## src/rtl/fast_counter_pkg.sv

```systemverilog
// rtl/fast_counter_pkg.sv - shared types and sizing helpers for the carry-select counter
package fast_counter_pkg;

    typedef enum logic [2:0] {
        OP_HOLD,
        OP_CLR,
        OP_LOAD,
        OP_INC,
        OP_DEC
    } op_e;

    // Number of slices needed to cover width bits (ceiling division)
    function automatic int num_groups(input int width, input int group);
        return (width + group - 1) / group;
    endfunction

    // Width of slice k; only the top slice can be narrower than group
    function automatic int group_width(input int width, input int group, input int k);
        return ((k + 1) * group > width) ? (width - k * group) : group;
    endfunction

endpackage

```

## src/rtl/fast_counter_incdec_group.sv

```systemverilog
// rtl/fast_counter_incdec_group.sv - one carry-select slice: local +/-1 and boundary flags
module incdec_group #(
    parameter int W = 3
) (
    input  logic [W-1:0] in,
    input  logic         up,
    output logic [W-1:0] out,
    output logic         all1,
    output logic         all0
);

    // Local step is independent of lower slices; the top level decides whether to use it
    assign out  = up ? (in + W'(1)) : (in - W'(1));
    assign all1 = &in;
    assign all0 = ~|in;

endmodule

```

## src/rtl/fast_counter.sv

```systemverilog
// rtl/fast_counter.sv - parametrised up/down counter with carry-select slice incrementor
module fast_counter
    import fast_counter_pkg::*;
#(
    parameter int WIDTH    = 32,
    parameter int GROUP    = 3,
    parameter int SATURATE = 0
) (
    input  logic             clk,
    input  logic             rst,
    input  logic             clr,
    input  logic             ld,
    input  logic [WIDTH-1:0] ld_val,
    input  logic             inc,
    input  logic             dec,
    output logic [WIDTH-1:0] cnt,
    output logic             all1,
    output logic             all0,
    output logic             wrap,
    output logic             sat
);

    localparam int NG = num_groups(WIDTH, GROUP);

    logic [WIDTH-1:0] cnt_q;
    logic [WIDTH-1:0] cnt_nxt;
    logic [WIDTH-1:0] stepped;
    logic             wrap_q;
    logic             wrap_nxt;
    logic             sat_q;
    logic             sat_nxt;
    logic [NG-1:0]    g_all1;
    logic [NG-1:0]    g_all0;
    logic [NG-1:0]    g_flag;
    logic [NG-1:0]    g_sel;
    logic             carry_out;
    logic             up;
    op_e              op;

    // Decode the per-cycle operation in priority order (rst is handled in the register)
    always_comb begin
        op = OP_HOLD;
        if (clr) begin
            op = OP_CLR;
        end else if (ld) begin
            op = OP_LOAD;
        end else if (inc && !dec) begin
            op = OP_INC;
        end else if (dec && !inc) begin
            op = OP_DEC;
        end
    end

    assign up = (op != OP_DEC);

    // Each slice steps only when every lower slice sits at the boundary for this direction
    for (genvar k = 0; k < NG; k++) begin : g_slice
        localparam int LO = k * GROUP;
        localparam int GW = group_width(WIDTH, GROUP, k);

        logic [GW-1:0] slice_out;

        incdec_group #(.W(GW)) u_grp (
            .in   (cnt_q[LO +: GW]),
            .up   (up),
            .out  (slice_out),
            .all1 (g_all1[k]),
            .all0 (g_all0[k])
        );

        assign g_flag[k] = up ? g_all1[k] : g_all0[k];

        if (k == 0) begin : g_sel_first
            assign g_sel[k] = 1'b1;
        end else begin : g_sel_upper
            assign g_sel[k] = &g_flag[k-1:0];
        end

        assign stepped[LO +: GW] = g_sel[k] ? slice_out : cnt_q[LO +: GW];
    end

    assign carry_out = &g_flag;

    // Next count and flags; a blocked step in saturate mode leaves the count untouched
    always_comb begin
        cnt_nxt  = cnt_q;
        wrap_nxt = 1'b0;
        sat_nxt  = sat_q;
        case (op)
            OP_CLR: begin
                cnt_nxt = '0;
                sat_nxt = 1'b0;
            end
            OP_LOAD: begin
                cnt_nxt = ld_val;
                sat_nxt = 1'b0;
            end
            OP_INC, OP_DEC: begin
                if (carry_out && (SATURATE != 0)) begin
                    sat_nxt = 1'b1;
                end else begin
                    cnt_nxt  = stepped;
                    wrap_nxt = carry_out;
                end
            end
            default: ;
        endcase
    end

    // Count, wrap pulse and sticky saturate flag registers
    always_ff @(posedge clk) begin
        if (rst) begin
            cnt_q  <= '0;
            wrap_q <= 1'b0;
            sat_q  <= 1'b0;
        end else begin
            cnt_q  <= cnt_nxt;
            wrap_q <= wrap_nxt;
            sat_q  <= sat_nxt;
        end
    end

    assign cnt  = cnt_q;
    assign wrap = wrap_q;
    assign sat  = sat_q;
    assign all1 = &cnt_q;
    assign all0 = ~|cnt_q;

endmodule

```

## config.mk

```make
export PLATFORM = sky130hd
export DESIGN_NAME = fast_counter
export DESIGN_NICKNAME = d
export VERILOG_FILES = /design/src/rtl/fast_counter_pkg.sv /design/src/rtl/fast_counter_incdec_group.sv /design/src/rtl/fast_counter.sv
export SDC_FILE = /design/constraint.sdc
export NUM_CORES = 1
export LEC_CHECK = 0
export ABC_AREA = 1
export CORE_MARGIN = 2
export CORE_UTILIZATION = 58
export DETAILED_ROUTE_END_ITERATION = 16
export DONT_BUFFER_PORTS = 1
export PLACE_DENSITY = 0.76
export SYNTH_ARGS = -nofsm -noshare
export SYNTH_HDL_FRONTEND = slang
export SYNTH_SLANG_ARGS = --single-unit
```

## constraint.sdc

```tcl
create_clock -name clk -period 1.9 [get_ports clk]
set_input_delay 0 -clock clk [delete_from_list [all_inputs] [get_ports clk]]
set_output_delay 0 -clock clk [all_outputs]
set_load 0.1 [all_outputs]
```

-- Word level (Yosys, flattened, before mapping)
Index checks and enable logic that the tools add are counted.
- flip-flop bits (word level): 33
- latch bits: 0
- memory bits (writable): 0
- memory bits (read-only): 0
- input bits: 38
- output and inout bits: 36
- word-level logic and storage cells: 150
- memories kept: 0
- add/sub/neg operators: 22
- multiply operators: 0
- div/mod/pow operators: 0
- $lt $le $gt $ge: 0
- eq/ne operators: 15
- shift-type cells: 0
- mux-type cells: 37
- bitwise operators: 1
- reduce and logical (&&, ||, !) cells: 63
- operators with widths (cell ; count):
    $pmux W32 S3 ; 1
    $mux W3 ; 23
    $reduce_and A3 Y1 ; 11
    $reduce_and A32 Y1 ; 1
    $reduce_or A32 Y1 ; 1
    $add A3 B1 Y3 const B ; 10
    $reduce_or A3 Y1 ; 10
    $sub A3 B1 Y3 const B ; 10
    $reduce_and A2 Y1 ; 12
    $ne A2 B2 Y1 const B ; 10
    $logic_not A1 Y1 ; 14
    $mux W1 ; 11
    $reduce_and A11 Y1 ; 1
    $reduce_and A10 Y1 ; 1
    $reduce_and A9 Y1 ; 1
    $reduce_and A8 Y1 ; 1
    $reduce_and A7 Y1 ; 1
    $eq A3 B2 Y1 const B ; 2
    $reduce_and A6 Y1 ; 1
    $reduce_or A2 Y1 ; 3
    $reduce_and A5 Y1 ; 1
    $mux W2 ; 2
    $reduce_and A4 Y1 ; 1
    $eq A3 B1 Y1 const B ; 1
    7 further kinds ; 8

-- Longest topological paths before layout
Gate-level depths: netlist of the first run.
- depth in word-level cells: 11
- mapped depth: 17
- depth with buffers taken out: 14

-- Modules after synthesis
Synthesis of the first run repeated with hierarchy kept, for this count alone.
- cell total of the unflattened synthesis: 447
- area total of the unflattened synthesis: 2811.4 µm²
- by module, submodules not included (module ; times used ; cells each ; area each (µm²) ; sequential area each (µm²)):
    fast_counter ; 1 ; 295 ; 2024.4 ; 660.6
    incdec_group at g_slice[0].u_grp ... ; 10 ; 14 ; 73.8 ; 0.0
    incdec_group at g_slice[10].u_grp ; 1 ; 12 ; 48.8 ; 0.0

-- Worst setup path after synthesis of the first run
Ideal clock, no wire load.
- path type: reg-to-output
- start point: register cnt_q[0] (netlist: cnt[0])
- end point: output all1
- arrival: 4394 ps
- required time: 1900 ps
- slack: -2494 ps
- cell stages (with the launch flop): 5
- path buffers: 0
- cells stage by stage: dfxtp_1 -> nand3_1 -> nor4_1 -> nand2_1 -> nor4_1
- cells in the longest elaborated chain, start to end: 1
- ends and longest elaborated chain (what ; RTL line ; RTL):
    from (decl) ; fast_counter.sv:25 ; logic [WIDTH-1:0] cnt_q;
    from (signal assigned) ; fast_counter.sv:117 ; cnt_q <= cnt_nxt;
    $reduce_and A32 Y1 ; fast_counter.sv:126 ; assign all1 = &cnt_q;
    to (decl) ; fast_counter.sv:17 ; output logic all1,
No other way between the ends.

-- Final worst setup path of the first run
- start point: register cnt_q[29] (netlist: cnt[29])
- end point: output all0
- cells in the longest elaborated chain, start to end: 2
- ends and longest elaborated chain (what ; RTL line ; RTL):
    $reduce_or A32 Y1 ; fast_counter.sv:127 ; assign all0 = ~|cnt_q;
    $logic_not A1 Y1 ; fast_counter.sv:127 ;
    to (decl) ; fast_counter.sv:18 ; output logic all0,
No other way between the ends.

==> run summary, run 1 <==
RUN STATUS
----------------------------------------------------------------------------------
Outcome ............................................................. complete, no violations

DRT
----------------------------------------------------------------------------------
Wire length on met3 .................................................       673 um
Met1 layer wirelength in the final routing ..........................      3570 um
Detailed-route via count ............................................         3144
Pre-Repair DR Iteration Count .......................................            4
Final routed wirelength across all metal layers .....................      8360 um
Wirelength per Cell .................................................      15.2 um
Antenna Violating Nets Remaining ....................................            0
Met2 wire length ....................................................      3930 um
Detailed Route Iter0 Violations .....................................          338
Via density per instance ............................................         5.71
Highest routed metal layer ..........................................         met4
DRC violation count after routing ...................................            0

POWER AND IR DROP
----------------------------------------------------------------------------------
Switching power .....................................................     0.941 mW
Power after layout ..................................................      2.22 mW
Internal power ......................................................      1.28 mW
Proportion of power drawn by flip-flops and latches .................        35.0%
Leakage power figure ................................................      1.71 nW
Switching part of the total .........................................        42.4%
Pwr dens ............................................................  634 nW/um^2
Worst IR drop on VDD ................................................     0.431 mV
Part of the power in the clock network ..............................        27.5%
Share of total power in combinational logic .........................        37.4%

CTS
----------------------------------------------------------------------------------
TritonCTS clock tree ................................................        built
H-tree levels .......................................................            2
CTS max path bufs ...................................................            2
Number of buffers created by CTS ....................................            5
Clock transition at the registers of the reported paths .............      0.08 ns
Number of clock sinks ...............................................           33
Clock latency reported for the late side of the worst-skew pair .....      0.30 ns
Post CTS Setup Buffer Count .........................................            0
Clock Tree Root ..................................................... sky130_fd_sc_hd__clkbuf_8

GLOBAL ROUTE
----------------------------------------------------------------------------------
Pin count of the biggest net entering global routing ................           26
Total track usage ...................................................        32.8%
Antenna violations before repair ....................................            0
First-pass GRT wire length ..........................................     13400 um
Vias in the first global route ......................................         2932
Global route overflow ...............................................            0

WORST SETUP PATH
----------------------------------------------------------------------------------
Arrival time reported for the critical path endpoint ................      1.78 ns
Start-to-end type of the worst setup path ........................... register to output pin
Category of the worst setup path launch point .......................     register
Crit path capture type ..............................................   output pin
Peak fanout along the critical path .................................            3
Worst Path Required .................................................      1.90 ns

TIMING
----------------------------------------------------------------------------------
Max Clock Skew ......................................................   0.00946 ns
Setup TNS ...........................................................         0 ns
Ratio of final minimum period to clock period .......................        93.8%
Clock period minus final worst setup slack ..........................      1.78 ns
Number of endpoints failing setup at the final stage ................            0
Endpoints failing hold ..............................................            0
Slew at the pin closest to its max-slew limit .......................     0.837 ns
Worst-case headroom to the max-slew limit ...........................        44.2%
Highest clock frequency the design can meet .........................      561 MHz
Setup repair after global routing missed its margin .................        false
Slew Limit Fails ....................................................            0

DIE
----------------------------------------------------------------------------------
Starting Density ....................................................        61.0%
I/O pin cnt .........................................................           74
Die boundary width ..................................................      72.2 um
Die Span Y ..........................................................      72.2 um
FP Rows .............................................................           24
Die area ............................................................    5210 um^2
Placeable Area ......................................................    4410 um^2

FINAL LAYOUT
----------------------------------------------------------------------------------
Area occupied by multi-input gates ..................................    1820 um^2
Register Area .......................................................     766 um^2
Post-route cell area ................................................    3500 um^2
Final layout net count ..............................................          546
Share of final-layout standard cells stronger than drive strength 1 .        20.6%
Count of fill cells added during filler insertion ...................          341
Area growth from synthesis to final layout ..........................        30.1%
Ant diodes ..........................................................            0

YOSYS
----------------------------------------------------------------------------------
Number of storage elements in the synthesis netlist .................           33
Yosys Warn Count ....................................................            0
Syn nets ............................................................          488
Post-synth design cell area .........................................    2690 um^2
Top flip-flop cell by instance count after synthesis ................ sky130_fd_sc_hd__dfxtp_1
Async SR Flop Fraction ..............................................           0%
Count of distinct cell types in the synthesized netlist .............           38
Number of enable-type register cells in the synthesized netlist .....            0
Mapped Cells ........................................................          440
Portion of the post-synthesis area used by sequential elements ......        24.5%
Mean Syn Cell Area ..................................................    6.12 um^2

PLACE
----------------------------------------------------------------------------------
Number of input and output port buffers inserted ....................            0
Final weighted congestion in routability-driven placement ...........        0.982
Sum of net half-perimeters after detailed placement .................      6060 um
Placed standard-cell area ...........................................    3180 um^2

FLOW RUN
----------------------------------------------------------------------------------
Count of maximum capacitance violations .............................            0

HOLD PATH
----------------------------------------------------------------------------------
Worst hold-check path type .......................................... input pin to register

-- layout by cell type (no fill, tap or decap), types with 7 or more instances in the layout --
cell type / instances
sky130_fd_sc_hd__inv_1: 45
sky130_fd_sc_hd__nor2_1: 62
sky130_fd_sc_hd__xor2_1: 15
sky130_fd_sc_hd__ha_1: 10
sky130_fd_sc_hd__o21ai_0: 22
sky130_fd_sc_hd__o21ai_1: 9
sky130_fd_sc_hd__nand2_1: 109
sky130_fd_sc_hd__a22o_1: 7
sky130_fd_sc_hd__dfxtp_4: 26
sky130_fd_sc_hd__a21oi_1: 22
sky130_fd_sc_hd__buf_4: 45
sky130_fd_sc_hd__clkbuf_8: 7
sky130_fd_sc_hd__dlygate4sd3_1: 22
sky130_fd_sc_hd__nand3_1: 37
-- power by group through the flow --
stage | clock [mW] | combinational, mW | sequential, mW
final | 0.611 | 0.831 | 0.778
after global routing | 0.633 | 0.890 | 0.786
after CTS | 0.610 | 0.827 | 0.778
after detailed placement | 0 | 0.786 | 0.793
after global placement | 0 | 0.769 | 0.790
after floorplan | 0 | 0.312 | 1.11
-- logic make-up (layout without fill, tap and decap cells) --
kind of cell	Yosys count	count (layout)	synth area share, %
compound gates	83	83	18.8
xor+xnor	20	20	6.50
fa+ha+maj	10	10	4.64
buf+inv	64	123	9.66
flops	33	33	24.5
other cells	1	1	0.139
simple gates	229	229	35.8
-- final timing paths --
check / startpoint / slack [ns] / cells past startpoint / endpoint
hold reg to reg: cnt[12] / 0.51 / 2 / cnt[12]
setup / recovery: cnt[29] / 0.12 / 5 / all0
setup reg to reg: cnt[6] / 0.23 / 11 / cnt[27]
hold / removal: ld_val[12] / 0.002 / 4 / cnt[12]
-- worst max-delay path, cell delays in order, from the launching register on --
cell	delay [ns]
sky130_fd_sc_hd__dfxtp_4	0.34
sky130_fd_sc_hd__buf_4	0.23
sky130_fd_sc_hd__inv_1	0.14
sky130_fd_sc_hd__nand3_1	0.13
sky130_fd_sc_hd__nor4_4	0.31
sky130_fd_sc_hd__buf_4	0.33
-- through the flow --
| stage | utilization, % | hold WS [ns] | worst slack, ns | instances |
|---|---|---|---|---|
| finish | 79.4 | 0.00225 | 0.118 | 551 |
| global route | 79.4 | 0.0229 | 0.0360 | 551 |
| CTS | 79.2 | 0.000717 | 0.0221 | 551 |
| detailed placement | 71.9 | 0.0643 | 0.100 | 521 |
| global placement | 71.9 | 0.0637 | 0.152 | 521 |
| floorplan | - | 0.153 | -0.272 | 440 |
-- area by class of cell --
cell class                 count  area share [%]
clock buffer                   7            2.75
tap                           52            1.86
timing repair buffer          68            16.5
clock inverter                 1           0.143
sequential                    33            21.9
multi-input combinational    343            51.9
inverter                      47            5.04
-- cell usage after synthesis (all sizes together), types with 2 or more instances --
| cell | number | area share [%] |
|---|---|---|
| a22oi | 3 | 0.84 |
| nor4 | 5 | 1.2 |
| a22o | 7 | 2.3 |
| o21bai | 6 | 1.7 |
| ha | 10 | 4.6 |
| a221oi | 2 | 0.65 |
| xnor2 | 5 | 1.6 |
| nand3 | 39 | 7.4 |
| nand2 | 112 | 16 |
| nand4 | 2 | 0.46 |
| a21oi | 22 | 4.1 |
| or2 | 3 | 0.70 |
| o21ai | 33 | 6.7 |
| inv | 46 | 6.4 |
| nor2 | 65 | 9.4 |
| buf | 8 | 1.9 |
| dfxtp | 33 | 25 |
| clkbuf | 9 | 1.3 |
| a31oi | 5 | 1.2 |
| a21o | 4 | 1.1 |
| xor2 | 15 | 4.9 |
-- sequential cells by signal, summed over array words and instances, names as in the netlist --
| signal | cells |
|---|---|
| cnt | 32 |
| wrap | 1 |
-- repair_timing --
action                     CTS  global route
hold buffers                22             0
hold endpoints to repair    25             0
resized for setup            0             1
setup endpoints to repair    0             1
-- layer usage --
| metal | up-vias | track usage, % |
|---|---|---|
| met5 | - | 0 |
| met4 | 0 | 12.6 |
| met3 | 21 | 4.03 |
| met2 | 144 | 54.3 |
| met1 | 1430 | 43.6 |
| li1 | 1549 | - |
Note: power is estimated with default switching activity, not from simulation.
==> inputs of run 2 (changes only) <==
==> constraint.sdc (replaced) <==
create_clock -name clk -period 1.9 [get_ports clk]
set_input_delay 0.285 -clock clk [delete_from_list [all_inputs] [get_ports clk]]
set_output_delay 0.285 -clock clk [all_outputs]
set_load 0.1 [all_outputs]
==> run 2 against run 1 <==
Compared with the run above: the flow now finishes with violations (negative setup slack); worst setup slack got worse by 0.17 ns; final area rose by 0.29%; via count is 0.32% lower.
==> run summary, run 2 (same netlist as run 1, synthesis figures left out) <==
WORST SETUP PATH
----------------------------------------------------------------------------------
Crit path capture type ..............................................   output pin
Peak fanout along the critical path .................................            4
Arrival time reported for the critical path endpoint ................      1.67 ns
Worst Path Required .................................................      1.62 ns
Start-to-end type of the worst setup path ........................... register to output pin
Category of the worst setup path launch point .......................     register

PLACE
----------------------------------------------------------------------------------
Sum of net half-perimeters after detailed placement .................      6020 um
Number of input and output port buffers inserted ....................            0
Final weighted congestion in routability-driven placement ...........        0.976
Placed Cells incl. Taps .............................................          528

DRT
----------------------------------------------------------------------------------
Via density per instance ............................................         5.78
Antenna Violating Nets Remaining ....................................            0
DRC violation count after routing ...................................            0
Final routed wirelength across all metal layers .....................      8010 um
Wirelength per Cell .................................................      14.8 um
Pre-Repair DR Iteration Count .......................................            5
Detailed Route Iter0 Violations .....................................          216
Detailed-route via count ............................................         3134

GLOBAL ROUTE
----------------------------------------------------------------------------------
Total track usage ...................................................        32.1%
Pin count of the biggest net entering global routing ................           26
Antenna violations before repair ....................................            0
Global route overflow ...............................................            0
First-pass GRT wire length ..........................................     13300 um
Vias in the first global route ......................................         2923

HOLD PATH
----------------------------------------------------------------------------------
Worst hold-check path type .......................................... input pin to register

DIE
----------------------------------------------------------------------------------
Die boundary width ..................................................      72.2 um
Die Span Y ..........................................................      72.2 um
FP Rows .............................................................           24
I/O pin cnt .........................................................           74
Starting Density ....................................................        61.0%
Placeable Area ......................................................    4410 um^2
Die area ............................................................    5210 um^2

TIMING
----------------------------------------------------------------------------------
Setup WS post-layout ................................................   -0.0561 ns
Max Clock Skew ......................................................   0.00267 ns
Clock period minus final worst setup slack ..........................      1.96 ns
Highest clock frequency the design can meet .........................      511 MHz
Number of endpoints failing setup at the final stage ................            1
Endpoints failing hold ..............................................            0
Slew Limit Fails ....................................................            0
Setup repair after global routing missed its margin .................         true
Ratio of final minimum period to clock period .......................         103%

FINAL LAYOUT
----------------------------------------------------------------------------------
Register Area .......................................................     768 um^2
Commonest non-fill, non-tap cells in the layout ..................... sky130_fd_sc_hd__nand2_1 (103), sky130_fd_sc_hd__nor2_1 (55), sky130_fd_sc_hd__buf_4 (53), sky130_fd_sc_hd__inv_1 (45), sky130_fd_sc_hd__nand3_1 (30)
Leading cell type in the layout, fill and taps excluded ............. sky130_fd_sc_hd__nand2_1
Area occupied by multi-input gates ..................................    1910 um^2
Final layout net count ..............................................          537
Non-Filler Instances ................................................          542
Area growth from synthesis to final layout ..........................        30.4%
Ant diodes ..........................................................            0
Count of fill cells added during filler insertion ...................          331
Share of final-layout standard cells stronger than drive strength 1 .        28.0%
Number of flip-flops under the largest register name ................           32

POWER AND IR DROP
----------------------------------------------------------------------------------
Proportion of power drawn by flip-flops and latches .................        36.3%
Worst IR drop on VDD ................................................     0.416 mV
Part of the power in the clock network ..............................        24.2%
Switching power .....................................................     0.928 mW
Internal power ......................................................      1.22 mW
Switching part of the total .........................................        43.2%
Pwr dens ............................................................  611 nW/um^2
Share of total power in combinational logic .........................        39.5%
Power after layout ..................................................      2.15 mW
Leakage power figure ................................................      1.71 nW

CTS
----------------------------------------------------------------------------------
Number of buffers created by CTS ....................................            5
CTS max path bufs ...................................................            2
Hold buffer count at cts ............................................            0
Number of clock sinks ...............................................           33
Clock Tree Root ..................................................... sky130_fd_sc_hd__clkbuf_8
H-tree levels .......................................................            2
TritonCTS clock tree ................................................        built
Clock transition at the registers of the reported paths .............      0.06 ns
Clock latency reported for the late side of the worst-skew pair .....      0.29 ns

RUN STATUS
----------------------------------------------------------------------------------
Violated checks ..................................................... negative setup slack
Outcome ............................................................. finished with violations

FLOW RUN
----------------------------------------------------------------------------------
Count of maximum capacitance violations .............................            0

-- run 2: area by class of cell --
type	instances	share of cell area [%]
Clock buffer	8	2.28
Tap cell	52	1.85
Timing Repair Buffer	59	14.5
Multi-Input combinational cell	343	54.5
Sequential cell	33	21.9
Inverter	47	5.02
-- run 2: path summary, 6_finish.rpt --
check / slack [ns] / startpoint / end / cells after the start
min reg2reg: 0.51 / cnt[2] / cnt[2] / 2
max: -0.06 / cnt[16] / all0 / 5
max reg2reg: 0.11 / cnt[11] / cnt[17] / 10
min: 0.05 / rst / cnt[19] / 1
-- run 2: power groups by stage --
stage,combinational (mW),clock (mW),sequential (mW)
floorplan,0.317,0,1.11
global placement,0.787,0,0.787
detailed placement,0.803,0,0.789
CTS,0.838,0.528,0.776
global route,0.912,0.550,0.784
finish,0.849,0.519,0.778
-- run 2: layer usage --
metal	routed length, um	track usage [%]
met1	3240	39.2
met2	3880	55.4
met3	708	6.94
met4	187	11.5
met5	0	0
-- run 2: repair_timing --
action / CTS / global route
pin swaps: 8 / 1
gates resized for setup: 20 / 7
setup buffers: 6 / 0
setup endpoints to repair: 2 / 3
-- run 2: per-stage QoR --
| step | hold WS (ns) | utilization, % | setup TNS (ns) | cell area [um^2] | worst slack (ns) |
|---|---|---|---|---|---|
| 2_1_floorplan | 0.438 | - | -1.35 | 2860 | -0.557 |
| 3_3_place_gp | 0.347 | 74.4 | -0.00803 | 3280 | -0.00803 |
| 3_5_place_dp | 0.350 | 74.4 | -0.138 | 3280 | -0.0408 |
| 4_1_cts | 0.0420 | 78.9 | 0 | 3480 | 0.00545 |
| 5_1_grt | 0.0419 | 79.6 | -0.157 | 3510 | -0.0837 |
| 6_report | 0.0474 | 79.6 | -0.0561 | 3510 | -0.0561 |
-- run 2: worst max-delay path, stage by stage, from the launching register on --
cell	delay, ns
sky130_fd_sc_hd__dfxtp_4	0.36
sky130_fd_sc_hd__inv_1	0.11
sky130_fd_sc_hd__nand3_1	0.15
sky130_fd_sc_hd__nand3b_1	0.24
sky130_fd_sc_hd__nor4_4	0.31
sky130_fd_sc_hd__buf_12	0.22
==> inputs of run 3 (changes only) <==
--- a/config.mk
+++ b/config.mk
@@ -7,10 +7,13 @@
 export LEC_CHECK = 0
 export ABC_AREA = 1
 export CORE_MARGIN = 2
-export CORE_UTILIZATION = 58
+export CORE_UTILIZATION = 60
+export CTS_BUF_LIST = sky130_fd_sc_hd__clkbuf_4 sky130_fd_sc_hd__clkbuf_8
 export DETAILED_ROUTE_END_ITERATION = 16
 export DONT_BUFFER_PORTS = 1
-export PLACE_DENSITY = 0.76
+export PLACE_DENSITY = 0.79
+export SETUP_SLACK_MARGIN = 0.05
 export SYNTH_ARGS = -nofsm -noshare
 export SYNTH_HDL_FRONTEND = slang
+export SYNTH_HIERARCHICAL = 1
 export SYNTH_SLANG_ARGS = --single-unit
==> run 3 against run 2 <==
Compared with the run above: the run now ends clean; synthesized cell count rose by 1.6%; highest routed layer unchanged; worst setup slack improved by 0.15 ns; area after synthesis rose by 4.4%; sequential power rose by 5.7%; core utilization fell by 4.1 points; routed wire length rose by 0.39%; clock skew rose by 0.0065 ns; flip-flop and latch count did not move; non-clock buffer count fell by 9; global-route usage fell by 0.36 points; first-iteration DRC count rose by 38%.
==> run summary, run 3 <==
RUN STATUS
----------------------------------------------------------------------------------
Outcome ............................................................. complete, no violations

GLOBAL ROUTE
----------------------------------------------------------------------------------
Met3 demand-to-capacity share in global routing .....................        6.11%
Pin count of the biggest net entering global routing ................           33
First-pass GRT wire length ..........................................     13200 um
Total track usage ...................................................        31.7%
Global route overflow ...............................................            0
Met2 Use GR .........................................................        53.8%
Vias in the first global route ......................................         2852
Antenna violations before repair ....................................            0
Busiest metal layer after global routing ............................         met2
Met1 GRT Util .......................................................        41.2%

DRT
----------------------------------------------------------------------------------
Wirelength per Cell .................................................      14.8 um
Pre-Repair DR Iteration Count .......................................            4
Via density per instance ............................................         5.86
DRC violation count after routing ...................................            0
Detailed Route Iter0 Violations .....................................          297
Antenna Violating Nets Remaining ....................................            0
Detailed-route via count ............................................         3177
Final routed wirelength across all metal layers .....................      8040 um

YOSYS
----------------------------------------------------------------------------------
Number of enable-type register cells in the synthesized netlist .....            0
Most instantiated cells after synthesis ............................. sky130_fd_sc_hd__nand2_1 (122), sky130_fd_sc_hd__inv_1 (48), sky130_fd_sc_hd__nor2_1 (47), sky130_fd_sc_hd__dfxtp_1 (33), sky130_fd_sc_hd__nand3_1 (30)
Mean Syn Cell Area ..................................................    6.29 um^2
Number of storage elements in the synthesis netlist .................           33
Top cell type's share of synthesized area ...........................        23.5%
Async SR Flop Fraction ..............................................           0%
Most common cell in the synthesized netlist ......................... sky130_fd_sc_hd__nand2_1
Yosys Warn Count ....................................................            6
Portion of the post-synthesis area used by sequential elements ......        23.5%
Top flip-flop cell by instance count after synthesis ................ sky130_fd_sc_hd__dfxtp_1
Post-synth top area cell ............................................ sky130_fd_sc_hd__dfxtp_1
Syn nets ............................................................          495
Top post-synthesis cells by area .................................... sky130_fd_sc_hd__dfxtp_1 (23%), sky130_fd_sc_hd__nand2_1 (16%), sky130_fd_sc_hd__fa_1 (7.1%)
Post-synth design cell area .........................................    2810 um^2
Mapped Cells ........................................................          447
Count of distinct cell types in the synthesized netlist .............           29

CTS
----------------------------------------------------------------------------------
Clock Tree Root ..................................................... sky130_fd_sc_hd__clkbuf_8
Clock latency reported for the late side of the worst-skew pair .....      0.29 ns
Number of clock sinks ...............................................           33
Number of buffers created by CTS ....................................            5
H-tree levels .......................................................            2
Clock transition at the registers of the reported paths .............      0.07 ns
TritonCTS clock tree ................................................        built
CTS max path bufs ...................................................            2
Hold buffer count at cts ............................................            0

WORST SETUP PATH
----------------------------------------------------------------------------------
Crit path capture type ..............................................   output pin
Worst Path Required .................................................      1.62 ns
Reg2Reg Capture Point ...............................................       cnt[6]
Peak fanout along the critical path .................................            7
Critical R2R Launch .................................................       cnt[4]
Category of the worst setup path launch point .......................     register
Number of cells on the worst reg-to-reg path ........................            8
Worst R2R Setup Slack ...............................................      0.23 ns
Arrival time reported for the critical path endpoint ................      1.52 ns
Timing startpoint of the critical path ..............................       cnt[4]
Start-to-end type of the worst setup path ........................... register to output pin
Setup crit end ......................................................         all0

TIMING
----------------------------------------------------------------------------------
Clock period minus final worst setup slack ..........................      1.81 ns
Worst-case headroom to the max-slew limit ...........................        64.3%
Ratio of final minimum period to clock period .......................        95.1%
Endpoints failing hold ..............................................            0
Setup repair after global routing missed its margin .................         true
Slew at the pin closest to its max-slew limit .......................     0.535 ns
Setup TNS ...........................................................         0 ns
Highest clock frequency the design can meet .........................      553 MHz
Slew Limit Fails ....................................................            0
Max Clock Skew ......................................................   0.00918 ns
Number of endpoints failing setup at the final stage ................            0

DIE
----------------------------------------------------------------------------------
FP Rows .............................................................           24
Die Span Y ..........................................................      72.5 um
I/O pin cnt .........................................................           74
Starting Density ....................................................        63.3%
Die area ............................................................    5250 um^2
Die boundary width ..................................................      72.5 um
Placeable Area ......................................................    4440 um^2

FINAL LAYOUT
----------------------------------------------------------------------------------
Number of flip-flops under the largest register name ................           32
Ant diodes ..........................................................            0
Post-route cell area ................................................    3350 um^2
Share of final-layout standard cells stronger than drive strength 1 .        28.6%
Count of fill cells added during filler insertion ...................          351
Leading cell type in the layout, fill and taps excluded ............. sky130_fd_sc_hd__nand2_1
Commonest non-fill, non-tap cells in the layout ..................... sky130_fd_sc_hd__nand2_1 (122), sky130_fd_sc_hd__buf_4 (49), sky130_fd_sc_hd__inv_1 (48), sky130_fd_sc_hd__nor2_1 (45), sky130_fd_sc_hd__dfxtp_2 (31)
Final cell utilization of the core ..................................        75.5%
Non-Filler Instances ................................................          542
Final layout net count ..............................................          537
Area growth from synthesis to final layout ..........................        19.3%

PLACE
----------------------------------------------------------------------------------
Number of input and output port buffers inserted ....................            0
Final weighted congestion in routability-driven placement ...........        0.857
Sum of net half-perimeters after detailed placement .................      5940 um
Placed standard-cell area ...........................................    3230 um^2
Placed Cells incl. Taps .............................................          534

POWER AND IR DROP
----------------------------------------------------------------------------------
Power after layout ..................................................      2.18 mW
Leakage power figure ................................................      1.55 nW
Worst IR drop on VDD ................................................     0.322 mV
Pwr dens ............................................................  651 nW/um^2

HOLD PATH
----------------------------------------------------------------------------------
Hold_sp .............................................................          rst
Worst hold-check path type .......................................... input pin to register

FLOW RUN
----------------------------------------------------------------------------------
Count of maximum capacitance violations .............................            0

[run 3: cell type report]
class,count,area (um^2),share of cell area (%)
clock buffer,8,97.6,2.91
inverter,59,221,6.60
multi-input combinational,340,1880,56.0
sequential,33,703,21.0
tap,52,65.1,1.94
timing repair buffer,50,388,11.6
[run 3: report_power, final]
group | internal, mW | total [mW] | leakage (nW) | switching [mW]
sequential | 0.743 | 0.822 | 0.284 | 0.0797
combinational | 0.207 | 0.774 | 1.21 | 0.567
clock | 0.324 | 0.589 | 0.0523 | 0.264
[run 3: what timing repair did]
item                                    in CTS  in global routing
resized for setup                            0                  4
buffers inserted                             0                  0
endpoints found under the setup margin       0                  6
[run 3: cell families (layout without fill, tap and decap cells)]
| logic type | count (synthesis) | count (layout) | share of synthesized area [%] |
|---|---|---|---|
| flops | 33 | 33 | 23.5 |
| other cells | 1 | 1 | 0.133 |
| fa+ha+maj | 10 | 10 | 7.12 |
| simple gates | 266 | 266 | 43.2 |
| compound gates | 63 | 63 | 14.9 |
| buf+inv | 74 | 117 | 11.1 |
[run 3: through the flow]
stage / worst slack (ns) / hold WS (ns)
6_report: 0.0927 / 0.0454
5_1_grt: -0.0203 / 0.0382
4_1_cts: 0.0602 / 0.0431
3_5_place_dp: -0.00572 / 0.351
3_3_place_gp: 0.0424 / 0.348
2_1_floorplan: 0.0692 / 0.439
[run 3: worst min path at each step]
stage | to | slack (ns) | cells after the start
3_5_place_dp | cnt[15] | 0.35 | 1
3_3_place_gp | cnt[1] | 0.35 | 1
2_1_floorplan | cnt[5] | 0.44 | 2
6_report | cnt[2] | 0.05 | 1
4_1_cts | cnt[0] | 0.04 | 1
5_1_grt | cnt[2] | 0.04 | 1
[run 3: worst max-delay path: stages, from the launching register on]
cell	delay (ns)
sky130_fd_sc_hd__dfxtp_2	0.37
sky130_fd_sc_hd__nor4_2	0.31
sky130_fd_sc_hd__nand4_1	0.19
sky130_fd_sc_hd__nor2_4	0.18
sky130_fd_sc_hd__buf_12	0.18
[run 3: layer usage]
metal	share of wire, %	wire (um)
met1	42	3390
met2	49	3930
met3	7.8	624
met5	0	0
met4	1.3	107
